--- src/rtl/vga_capture.sv ---
// vga_capture: measures incoming VGA sync timing, locks when it matches the
// expected line/frame lengths, and emits pixel coordinates with captured colour.
module vga_capture #(
    parameter int ACTIVE_H = 640,
    parameter int ACTIVE_V = 480,
    parameter int H_BP     = 99,
    parameter int V_BP     = 25,
    parameter int H_TOTAL  = 819,
    parameter int V_TOTAL  = 509
) (
    input  logic       dclk,
    input  logic       rst,
    input  logic       hsync_in,
    input  logic       vsync_in,
    input  logic [2:0] rgb_in,
    output logic [9:0] X,
    output logic [9:0] Y,
    output logic [2:0] rgb_out,
    output logic       pixel_valid,
    output logic       frame_start,
    output logic       locked,
    output logic [9:0] h_period,
    output logic [9:0] v_lines
);
    typedef enum logic [1:0] {SEARCH, CHECK, LOCKED} state_e;
    localparam logic [9:0] HB = 10'(H_BP);
    localparam logic [9:0] HE = 10'(H_BP + ACTIVE_H);
    localparam logic [9:0] VB = 10'(V_BP);
    localparam logic [9:0] VE = 10'(V_BP + ACTIVE_V);
    localparam logic [9:0] HT = 10'(H_TOTAL);
    localparam logic [9:0] VT = 10'(V_TOTAL);
    state_e     state_q;
    logic       hs_q, vs_q, hs_dq, vs_dq, vpend_q, vpend_d;
    logic [2:0] rgb_q;
    logic [9:0] hpos_q, hpos_d, vline_q, vline_d, hp_meas, vl_meas;
    logic       h_rise, v_rise, v_reset, bad, act, pix_ok;

    function automatic logic [9:0] sat_inc(input logic [9:0] v);
        return (v == 10'h3ff) ? v : v + 10'd1;
    endfunction

    // hpos_d/vline_d are the counts for the pixel currently held in stage 1
    always_comb begin
        h_rise  = hs_q & ~hs_dq;
        v_rise  = vs_q & ~vs_dq;
        v_reset = h_rise & (vpend_q | v_rise);
        hpos_d  = h_rise ? '0 : sat_inc(hpos_q);
        vline_d = v_reset ? '0 : h_rise ? sat_inc(vline_q) : vline_q;
        vpend_d = ~h_rise & (vpend_q | v_rise);
        hp_meas = sat_inc(hpos_q);
        vl_meas = sat_inc(vline_q);
        bad     = (state_q != SEARCH) & ((h_rise & (hp_meas != HT)) | (v_reset & (vl_meas != VT)) | (hpos_d == 10'h3ff));
        act     = (hpos_d >= HB) & (hpos_d < HE) & (vline_d >= VB) & (vline_d < VE);
        pix_ok  = act & (state_q == LOCKED) & ~bad;
    end

    always_ff @(posedge dclk or posedge rst) begin
        if (rst) begin
            hs_q        <= 1'b1;
            vs_q        <= 1'b1;
            hs_dq       <= 1'b1;
            vs_dq       <= 1'b1;
            rgb_q       <= '0;
            hpos_q      <= '1;
            vline_q     <= '1;
            vpend_q     <= 1'b0;
            state_q     <= SEARCH;
            locked      <= 1'b0;
            X           <= '0;
            Y           <= '0;
            rgb_out     <= '0;
            pixel_valid <= 1'b0;
            frame_start <= 1'b0;
            h_period    <= '0;
            v_lines     <= '0;
        end else begin
            hs_q        <= hsync_in;
            vs_q        <= vsync_in;
            hs_dq       <= hs_q;
            vs_dq       <= vs_q;
            rgb_q       <= rgb_in;
            hpos_q      <= hpos_d;
            vline_q     <= vline_d;
            vpend_q     <= vpend_d;
            h_period    <= h_rise ? hp_meas : h_period;
            v_lines     <= v_reset ? vl_meas : v_lines;
            state_q     <= bad ? SEARCH : !v_reset ? state_q : (state_q == SEARCH) ? CHECK : LOCKED;
            locked      <= ~bad & ((state_q == LOCKED) | ((state_q == CHECK) & v_reset));
            X           <= pix_ok ? hpos_d - HB : '0;
            Y           <= pix_ok ? vline_d - VB : '0;
            rgb_out     <= pix_ok ? rgb_q : '0;
            pixel_valid <= pix_ok;
            frame_start <= pix_ok & (hpos_d == HB) & (vline_d == VB);
        end
    end
endmodule

--- config.mk ---
export PLATFORM = sky130hd
export DESIGN_NAME = vga_capture
export DESIGN_NICKNAME = d
export VERILOG_FILES = /design/src/rtl/vga_capture.sv
export SDC_FILE = /design/constraint.sdc
export NUM_CORES = 1
export LEC_CHECK = 0
export ABC_AREA = 0
export CORE_UTILIZATION = 33
export CTS_BUF_LIST = sky130_fd_sc_hd__clkbuf_16
export DETAILED_ROUTE_END_ITERATION = 8
export PLACE_DENSITY_LB_ADDON = 0.2
export SETUP_SLACK_MARGIN = 0.1
export SYNTH_ARGS = -nofsm -noshare
export SYNTH_HDL_FRONTEND = slang
export SYNTH_SLANG_ARGS = --single-unit
export TNS_END_PERCENT = 20
--- constraint.sdc ---
create_clock -name dclk -period 3.15 [get_ports dclk]
set_input_delay 0.63 -clock dclk [delete_from_list [all_inputs] [get_ports dclk]]
set_output_delay 0.63 -clock dclk [all_outputs]
set_load 0.01 [all_outputs]
After elaboration in Yosys (flattened, before gate mapping)
Cells that the tools add are included.

cells by class
  $add $sub $neg = 4
  $lt $le $gt $ge = 4
  eq/ne operators = 9
  muxes and demuxes = 11
  bitwise logic cells = 24
  reductions and logical operators = 3

operators by type and width
  cell                                                                     number
  10-bit 2-to-1 mux                                                        7
  10-bit == test (second input constant)                                   3
  10-bit by 1-bit adder with 10-bit output (second input constant)         2
  1-bit AND                                                                16
  10-bit by 5-bit == test with 1-bit output (second input constant)        1
  10-bit by 7-bit == test with 1-bit output (second input constant)        1
  10-bit by 5-bit >= comparator with 1-bit output (second input constant)  1
  10-bit by 7-bit >= comparator with 1-bit output (second input constant)  1
  10-bit < comparator (second input constant)                              1
  10-bit by 9-bit < comparator with 1-bit output (second input constant)   1
  10-bit != test (second input constant)                                   1
  10-bit by 9-bit != test with 1-bit output (second input constant)        1
  10-bit by 5-bit subtractor with 10-bit output (second input constant)    1
  10-bit by 7-bit subtractor with 10-bit output (second input constant)    1
  2-bit 2-to-1 mux                                                         3
  1-bit inverter                                                           4
  1-bit bitwise OR                                                         4
  2-bit nonzero test                                                       2
  3-bit 2-to-1 mux                                                         1
  2-bit by 1-bit == test with 1-bit output (second input constant)         1
  2-bit == test (second input constant)                                    1
  2-bit zero test                                                          1

word-level totals
  register bits after elaboration = 76
  input port bits = 7
  output and inout port bits = 46
  logic and storage cells = 72

Logic depth before layout (Yosys ltp)
Gate-level depths: netlist (run 1).

  depth after elaboration = 12
  gate-level depth with buffers = 17
  gate-level depth less buffers = 13

Least setup slack after synthesis (run 1)
No wires, ideal clock.

  kind = reg-to-reg
  start = register vline_q[1]
  end = register Y[5]
  library setup time = 0.123 ns
  data arrival time = 3.303 ns
  required time = 3.027 ns
  path slack = -0.276 ns
  cell stages (with the launch flop) = 17
  path buffers = 4
  period minus slack after synthesis = 3.426 ns
  cell sequence = dfstp_2 -> ha_1 -> buf_2 -> nand4_2 -> or3_1 -> clkbuf_1 -> a22o_1 -> inv_1 -> ha_1 -> inv_1 -> a31o_2 -> or2_2 -> a2111oi_0 -> or4b_1 -> buf_6 -> buf_12 -> nor2_4

on the way
  word-level cells in the longest chain between the ends = 10
  elaborated cells on any way between the ends = 19
  classes of those cells = add/sub: 2; order compare: 2; eq/ne: 2; mux: 4; bitwise: 9

ends and longest elaborated chain
  element                                          line  RTL
  from (decl)                                      35    logic [9:0] hpos_q, hpos_d, vline_q, vline_d, hp_meas, vl_meas;
  from (signal assigned)                           83    vline_q <= vline_d;
  10-bit == test *                                 39    return (v == 10'h3ff) ? v : v + 10'd1;
  10-bit 2-to-1 mux *                              39
  10-bit 2-to-1 mux * (2 in series)                48    vline_d = v_reset ? '0 : h_rise ? sat_inc(vline_q) : vline_q;
  via vline_d[0]                                   35
  10-bit by 5-bit >= comparator with 1-bit output  53    act = (hpos_d >= HB) & (hpos_d < HE) & (vline_d >= VB) & (vline_d < VE);
  1-bit AND (2 in series)                          53
  1-bit AND (2 in series)                          54    pix_ok = act & (state_q == LOCKED) & ~bad;
  10-bit 2-to-1 mux *                              90    Y <= pix_ok ? vline_d - VB : '0;
  to (signal assigned)                             90
  to (decl)                                        17    output logic [9:0] Y,

The timed path passes the listed nets; every way through them passes the cells marked *.
A chain may end at the register's enable or synchronous reset.

Worst setup path after layout (run 1)
  start = register vline_q[1]
  end = register Y[9]

Same word-level chain as after synthesis.

==> results.tsv, run 1 <==
stage	metric	value	unit
routing	routed vias	3564	
clock_network	H-tree depth	3	
timing	RSZ-0062 raised after global routing	yes	
logic_synthesis	Cells after Synth	423	
grt	number of global-route vias before repair	3566	
grt	initial antenna violation count	0	
place	Post-DP HPWL	8505	um
setup_path	CP Max Fanout	16	
logic_synthesis	mux cell area share after synthesis	0.01467	
clock_network	Num Clock Sinks	76	
logic_synthesis	number of warnings issued by yosys	0	
timing	Slew headroom	0.6320	
logic_synthesis	Avg Inst Size Synth	9.879	um^2
grt	Total GRT Usage	0.1876	
logic_synthesis	synth top area cells	dfrtp_1, dfstp_2, nand2_1	
clock_network	root buffer selected by CTS	clkbuf_16	
timing	final hold vios	0	
logic_synthesis	count leader, synth	dfrtp_1	
layout	Storage cell area	0.001932	mm^2
logic_synthesis	Post-Synth Simple-Gate Area	0.2272	
routing	DR WL/cell	16.06	um
floorplan	die area	0.01312	mm^2
layout	fin nets	542	
worst_hold_path	HP Class	flop to flop	
logic_synthesis	largest family of logic cells by synthesized area	simple AND/OR/NAND/NOR gates	
layout	ant diodes	0	
routing	DRT iter0 DRCs	196	
timing	Slew Limit Fails	0	
clock_network	cts bufs inserted	9	
logic_synthesis	Post-synth ARST share	1.000	
grt	first-pass GRT wire length	18570	um
logic_synthesis	Synth top area share	0.3114	
logic_synthesis	sequential share of the synthesized area	0.4623	
floorplan	Starting Density	0.3436	
clock_network	clock buffer depth	2	
power_and_ir_drop	Leak	2.475	nW
logic_synthesis	Top FF cell, synth	dfrtp_1	
logic_synthesis	syn_nets	435	
setup_path	critical path data arrival time	3.27	ns
setup_path	CP required	3.37	ns
power_and_ir_drop	Tot Pwr	0.003114	W
setup_path	Setup CP Type	flop to flop	
timing	clk_skew	0.006534	ns
logic_synthesis	XOR/XNOR Fraction of Synth Area	0.04611	
routing	DRC	0	
logic_synthesis	cell taking the most area after synthesis	dfrtp_1	
power_and_ir_drop	Power Dens Cells	534.3	mW/mm^2
layout	final core area utilization	0.4792	
logic_synthesis	Post-Syn Area	0.004179	mm^2
outcome	status	finished clean	
timing	Final TNS setup	0	ns
floorplan	DIE WIDTH	114.5	um
timing	# setup viols final	0	
clock_network	Reg clk slew, reported paths	0.06	ns
floorplan	Ports	53	
place	Placement Setup Slack	-0.07065	ns
place	PortBufs	52	
floorplan	core area	0.01216	mm^2
logic_synthesis	Synth Area in Adders	0.01497	
logic_synthesis	Compound-Gate Fraction of Synth Area	0.1728	
setup_path	CP Capture Type	flop	
timing	period utilization	0.9701	
layout	layout cells sized above 1	0.3271	
timing	fin crit period	3.056	ns
routing	drt total wl	11290	um
timing	Worst-Margin Slew	0.5434	ns
floorplan	die height	114.5	um
timing	worst setup margin	0.09410	ns
grt	grt total ovfl	0	
grt	largest net degree at the start of global routing	45	
clock_network	TritonCTS clock tree	done	
logic_synthesis	count of cell types in the netlist	71	
logic_synthesis	Seq cells post-synth	76	
routing	Antenna Nets Post-Route	0	
clock_network	worst skew pair latency	0.34	ns
routing	via/cell ratio	5.070	
power_and_ir_drop	Peak VDD IR	0.0002474	V
place	final RePlAce weighted congestion	0.8753	
floorplan	num rows	40	
layout	Layout area overhead	39.46	%
layout	FILL cells	1141	
job	Max Cap Viol	0	
timing	fmax	0.3272	GHz
routing	Pre-antenna DRT Iters	5	
logic_synthesis	number of enable flip-flop cells after synthesis	0	
logic_synthesis	Post-synth top cells	dfrtp_1, nand2_1, nor2_1, o21ai_0, dfstp_2	
setup_path	Critical Path Source Type	flop	
layout	area of the multi-input gates	0.002178	mm^2
[metal layers]
layer,part of all wire,up-vias,global-route usage
li1,-,1729,-
met1,0.50,1722,0.2628
met2,0.44,101,0.2727
met3,0.046,12,0.04076
met4,0.020,0,0.09177
met5,0,-,0
[cell families (layout without fill, tap and decap cells)]
family                   count (synthesis)  in the layout
AO/OA/AOI/OAI                           99             99
buffers and inverters                   49            161
adder cells (fa/ha/maj)                  5              5
multiplexers                             6              6
flip-flops                              76             76
AND/OR/NAND/NOR                        166            166
XOR/XNOR                                22             22
[path summary, 6_finish.rpt]
kind	startpoint	end	slack [ns]	depth (start not counted)
setup / recovery	vline_q[1]	Y[9]	0.09	13
hold reg to reg	vs_q	vs_dq	0.38	0
max in group asynchronous	rst	vs_dq	2.00	3
hold / removal	vs_q	vs_dq	0.38	0
min in group asynchronous	rst	h_period[5]	0.70	3
setup reg to reg	vline_q[1]	Y[9]	0.09	13
[worst max-delay path, cell delays in order, from the launching register on]
cell       delay (ns)
dfstp_2          0.56
ha_4             0.15
nand4_4          0.09
or3_4            0.42
a22o_4           0.25
inv_2            0.06
ha_4             0.11
inv_2            0.03
a31o_4           0.20
or2_4            0.24
a2111oi_4        0.34
or4b_4           0.22
buf_12           0.20
a21oi_2          0.05
[stage by stage]
step	instances	cell area [um^2]	hold slack [ns]
floorplan	423	4263	0.3585
global placement	683	5343	0.3700
detailed placement	683	5343	0.3756
CTS	699	5687	0.3846
global route	703	5828	0.3875
finish	703	5828	0.3803
[area by class of cell]
type                    count  share of cell area
well taps                 168             0.03607
clock inverters             7             0.01310
multi-input cells         298              0.3738
repair buffers            127              0.1945
inverters                  18             0.01245
clock buffers               9             0.03864
flip-flops and latches     76              0.3315
[timing repair]
item	4_1_cts	5_1_grt
hold buffers	0	0
endpoints found under the setup margin	25	28
gates resized for setup	10	24
pin swaps	1	21
setup buffers	0	4
[registers in the layout, indices dropped and copies added (netlist names), 2 cells and up]
signal    cells
X            10
Y            10
h_period     10
hpos_q       10
rgb_out       3
rgb_q         3
state_q       2
v_lines      10
vline_q      10
[cell usage in the layout, fill, tap and decap left out, types with 3 or more instances in the layout]
master and n:
a21o_1 4, a21oi_1 11, a21oi_2 3, a31oi_1 8, a41o_1 3, and3_1 7, buf_12 4, buf_4 71
clkbuf_16 9, clkdlybuf4s50_1 52, clkinv_4 3, dfrtp_1 52, dfstp_2 24, ha_2 3, inv_1 14, inv_2 4
mux2i_1 5, nand2_1 43, nand2b_1 4, nand3_1 6, nand4_1 11, nor2_1 30, nor2_2 3, nor2_4 16
nor2b_1 4, nor3_1 10, nor4_1 4, o21ai_0 26, o22ai_1 3, o31ai_1 7, or2_2 3, or4_1 3
xnor2_1 14, xor2_1 8
[power breakdown]
group / internal, W / switching, W
Sequential: 0.00108 / 0.0000537
Combinational: 0.000433 / 0.000497
Clock: 0.000620 / 0.000427
Power figures use the tool's default switching activity.
==> run 2: changes to the inputs <==
- CAP_MARGIN: not set -> 20
- REMOVE_ABC_BUFFERS: not set -> 1
==> run 2 against run 1 <==
Against the previous run:
- first-iteration DRC count grew 1.0%
- count of clock-buffer cells in the layout did not move
- maximum frequency decreased by 1.2%
- clock skew decreased by 0.00083 ns
- flip-flop and latch count unchanged
- core utilization is 0.77 points higher
- total power is 2.0% higher
- critical path depth stayed put
- via count is 0.95% higher
==> results.tsv, run 2 (synthesis gave the netlist of run 1 again) <==
stage	metric	value	unit	change
outcome	status	finished clean		
layout	layout cells sized above 1	0.3401		+0.01297
grt	number of global-route vias before repair	3669		+2.9%
timing	Worst-Margin Slew	0.6102	ns	+0.06677 ns
job	Max Cap Viol	0		unchanged
power_and_ir_drop	Power Dens Cells	536.1	mW/mm^2	+0.35%
setup_path	CP required	3.42	ns	+0.05 ns
worst_hold_path	HP Class	flop to flop		
power_and_ir_drop	Leak	2.540	nW	+2.6%
layout	commonest non-fill, non-tap cells in the layout	buf_4, dfrtp_1, clkdlybuf4s50_1		
routing	via/cell ratio	5.053		-0.32%
timing	clk_skew	0.005707	ns	-0.0008276 ns
clock_network	Num Clock Sinks	76		unchanged
layout	fin nets	551		+1.7%
timing	RSZ-0062 raised after global routing	yes		
setup_path	Cell Chain, Critical Path	ha_4, nand4_4, or3_4, a22o_1, inv_1, ha_2, inv_2, a31o_4, nor4b_4, nand4_1, or4b_4, buf_12, a21oi_2		
setup_path	critical path data arrival time	3.36	ns	+0.09 ns
grt	grt total ovfl	0		unchanged
timing	Slew Limit Fails	0		unchanged
clock_network	Reg clk slew, reported paths	0.06	ns	about the same
routing	DRC	0		unchanged
routing	routed vias	3598		+0.95%
timing	fin crit period	3.094	ns	+0.03794 ns
layout	most common cell after layout, fill and taps aside	buf_4		
place	Placement Setup Slack	-0.2353	ns	-0.1647 ns
setup_path	reg2reg path depth	13		unchanged
routing	drt total wl	11300	um	about the same
timing	worst setup margin	0.05616	ns	-0.03794 ns
layout	FILL cells	1158		+1.5%
timing	Slew headroom	0.5868		-0.04522
setup_path	Critical Path Source Type	flop		
floorplan	num rows	40		unchanged
layout	Layout area overhead	41.71	%	
floorplan	core area	0.01216	mm^2	unchanged
setup_path	CP Capture Type	flop		
setup_path	Worst R2R Start	vline_q[1]		
setup_path	CP Max Fanout	8		-8
routing	DRT iter0 DRCs	198		+1.0%
worst_hold_path	hold_sp	vs_q		
clock_network	root buffer selected by CTS	clkbuf_16		
setup_path	Slowest Stage Delay on Critical Path	0.58	ns	+0.02 ns
grt	initial antenna violation count	0		unchanged
floorplan	DIE WIDTH	114.5	um	unchanged
timing	# setup viols final	0		unchanged
timing	fmax	0.3232	GHz	-1.2%
timing	final hold vios	0		unchanged
floorplan	Ports	53		unchanged
grt	largest net degree at the start of global routing	48		+6.7%
place	Post-DP HPWL	8223	um	-3.3%
routing	Antenna Nets Post-Route	0		unchanged
setup_path	Setup CP Type	flop to flop		
floorplan	die area	0.01312	mm^2	unchanged
setup_path	Crit. Startpoint	vline_q[1]		
clock_network	TritonCTS clock tree	done		
grt	Total GRT Usage	0.1859		-0.001722
clock_network	clock buffer depth	2		unchanged
layout	ant diodes	0		unchanged
worst_hold_path	Worst Hold Depth	0		unchanged
power_and_ir_drop	Tot Pwr	0.003175	W	+2.0%
floorplan	Starting Density	0.3436		unchanged
setup_path	CP max-delay cell	or4b_4		
routing	DR WL/cell	15.87	um	-1.2%
clock_network	worst skew pair latency	0.34	ns	about the same
timing	Final TNS setup	0	ns	unchanged
place	final RePlAce weighted congestion	0.9001		+2.8%
clock_network	H-tree depth	3		unchanged
power_and_ir_drop	Peak VDD IR	0.0003383	V	+37%
place	PortBufs	52		unchanged
grt	first-pass GRT wire length	18730	um	+0.86%
routing	Pre-antenna DRT Iters	4		-1
clock_network	cts bufs inserted	9		unchanged
timing	period utilization	0.9822		+0.01204
floorplan	die height	114.5	um	unchanged
==> run 2: cell count changes in the layout (fill, tap and decap cells not counted), sizes merged <==
cell      before  now
buf           75   84
bufinv         1    2
clkinv         4    3
clkinvlp       0    1
inv           20   19
==> run 2: path summary, 6_finish.rpt <==
kind                              end  slack, ns
setup / recovery                 X[3]       0.06
hold / removal                  vs_dq       0.37
hold reg to reg                 vs_dq       0.37
min in group asynchronous        X[1]       0.68
max in group asynchronous  v_lines[2]       1.98
setup reg to reg                 X[3]       0.06
==> run 2: metal layers <==
metal  up-vias  share of wire  GRT usage  wire length (um)
met5         -              0          0                 0
met4         0          0.018    0.07359               200
met3        16          0.051    0.04129               578
met2       100           0.43     0.2723              4868
met1      1742           0.50     0.2653              5651
li1       1740              -          -                 -
==> run 2: through the flow <==
| step | util | cells | cell area (um^2) | hold slack, ns |
|---|---|---|---|---|
| finish | 0.4869 | 712 | 5922 | 0.3736 |
| global route | 0.4869 | 712 | 5922 | 0.3817 |
| CTS | 0.4826 | 709 | 5869 | 0.3752 |
| detailed placement | 0.4351 | 685 | 5291 | 0.3666 |
| global placement | 0.4351 | 685 | 5291 | 0.3644 |
| floorplan | - | 392 | 3988 | 0.3585 |
==> run 2: critical path, delay by kind of cell, from the launching register on <==
kind	cells	cell delay, ns
and+or+nand+nor	5	1.30
AOI/OAI and AO/OA	3	0.52
adders and majority gates	2	0.33
buffers and inverters	3	0.30
DFF	1	0.56
==> run 2: final cells by class <==
type,instances,area (um^2),area share
Multi-Input combinational cell,298,2156,0.3640
Sequential cell,76,1932,0.3262
Timing Repair Buffer,136,1232,0.2081
Clock buffer,9,225.2,0.03803
Tap cell,168,210.2,0.03550
Clock inverter,7,98.84,0.01669
Inverter,18,67.56,0.01141
==> run 2: report_power, final <==
group          internal [W]  leakage (nW)  switching (W)
Sequential          0.00108         0.950      0.0000605
Combinational      0.000424          1.43       0.000485
Clock              0.000697         0.156       0.000423
Total               0.00221          2.54       0.000969
==> run 2: timing repair <==
action	4_1_cts	5_1_grt
pin swaps	9	9
cloned	2	0
endpoints found under the setup margin	28	28
hold endpoints to repair	0	0
buffers inserted	6	3
resized for setup	31	9
hold buffers	0	0
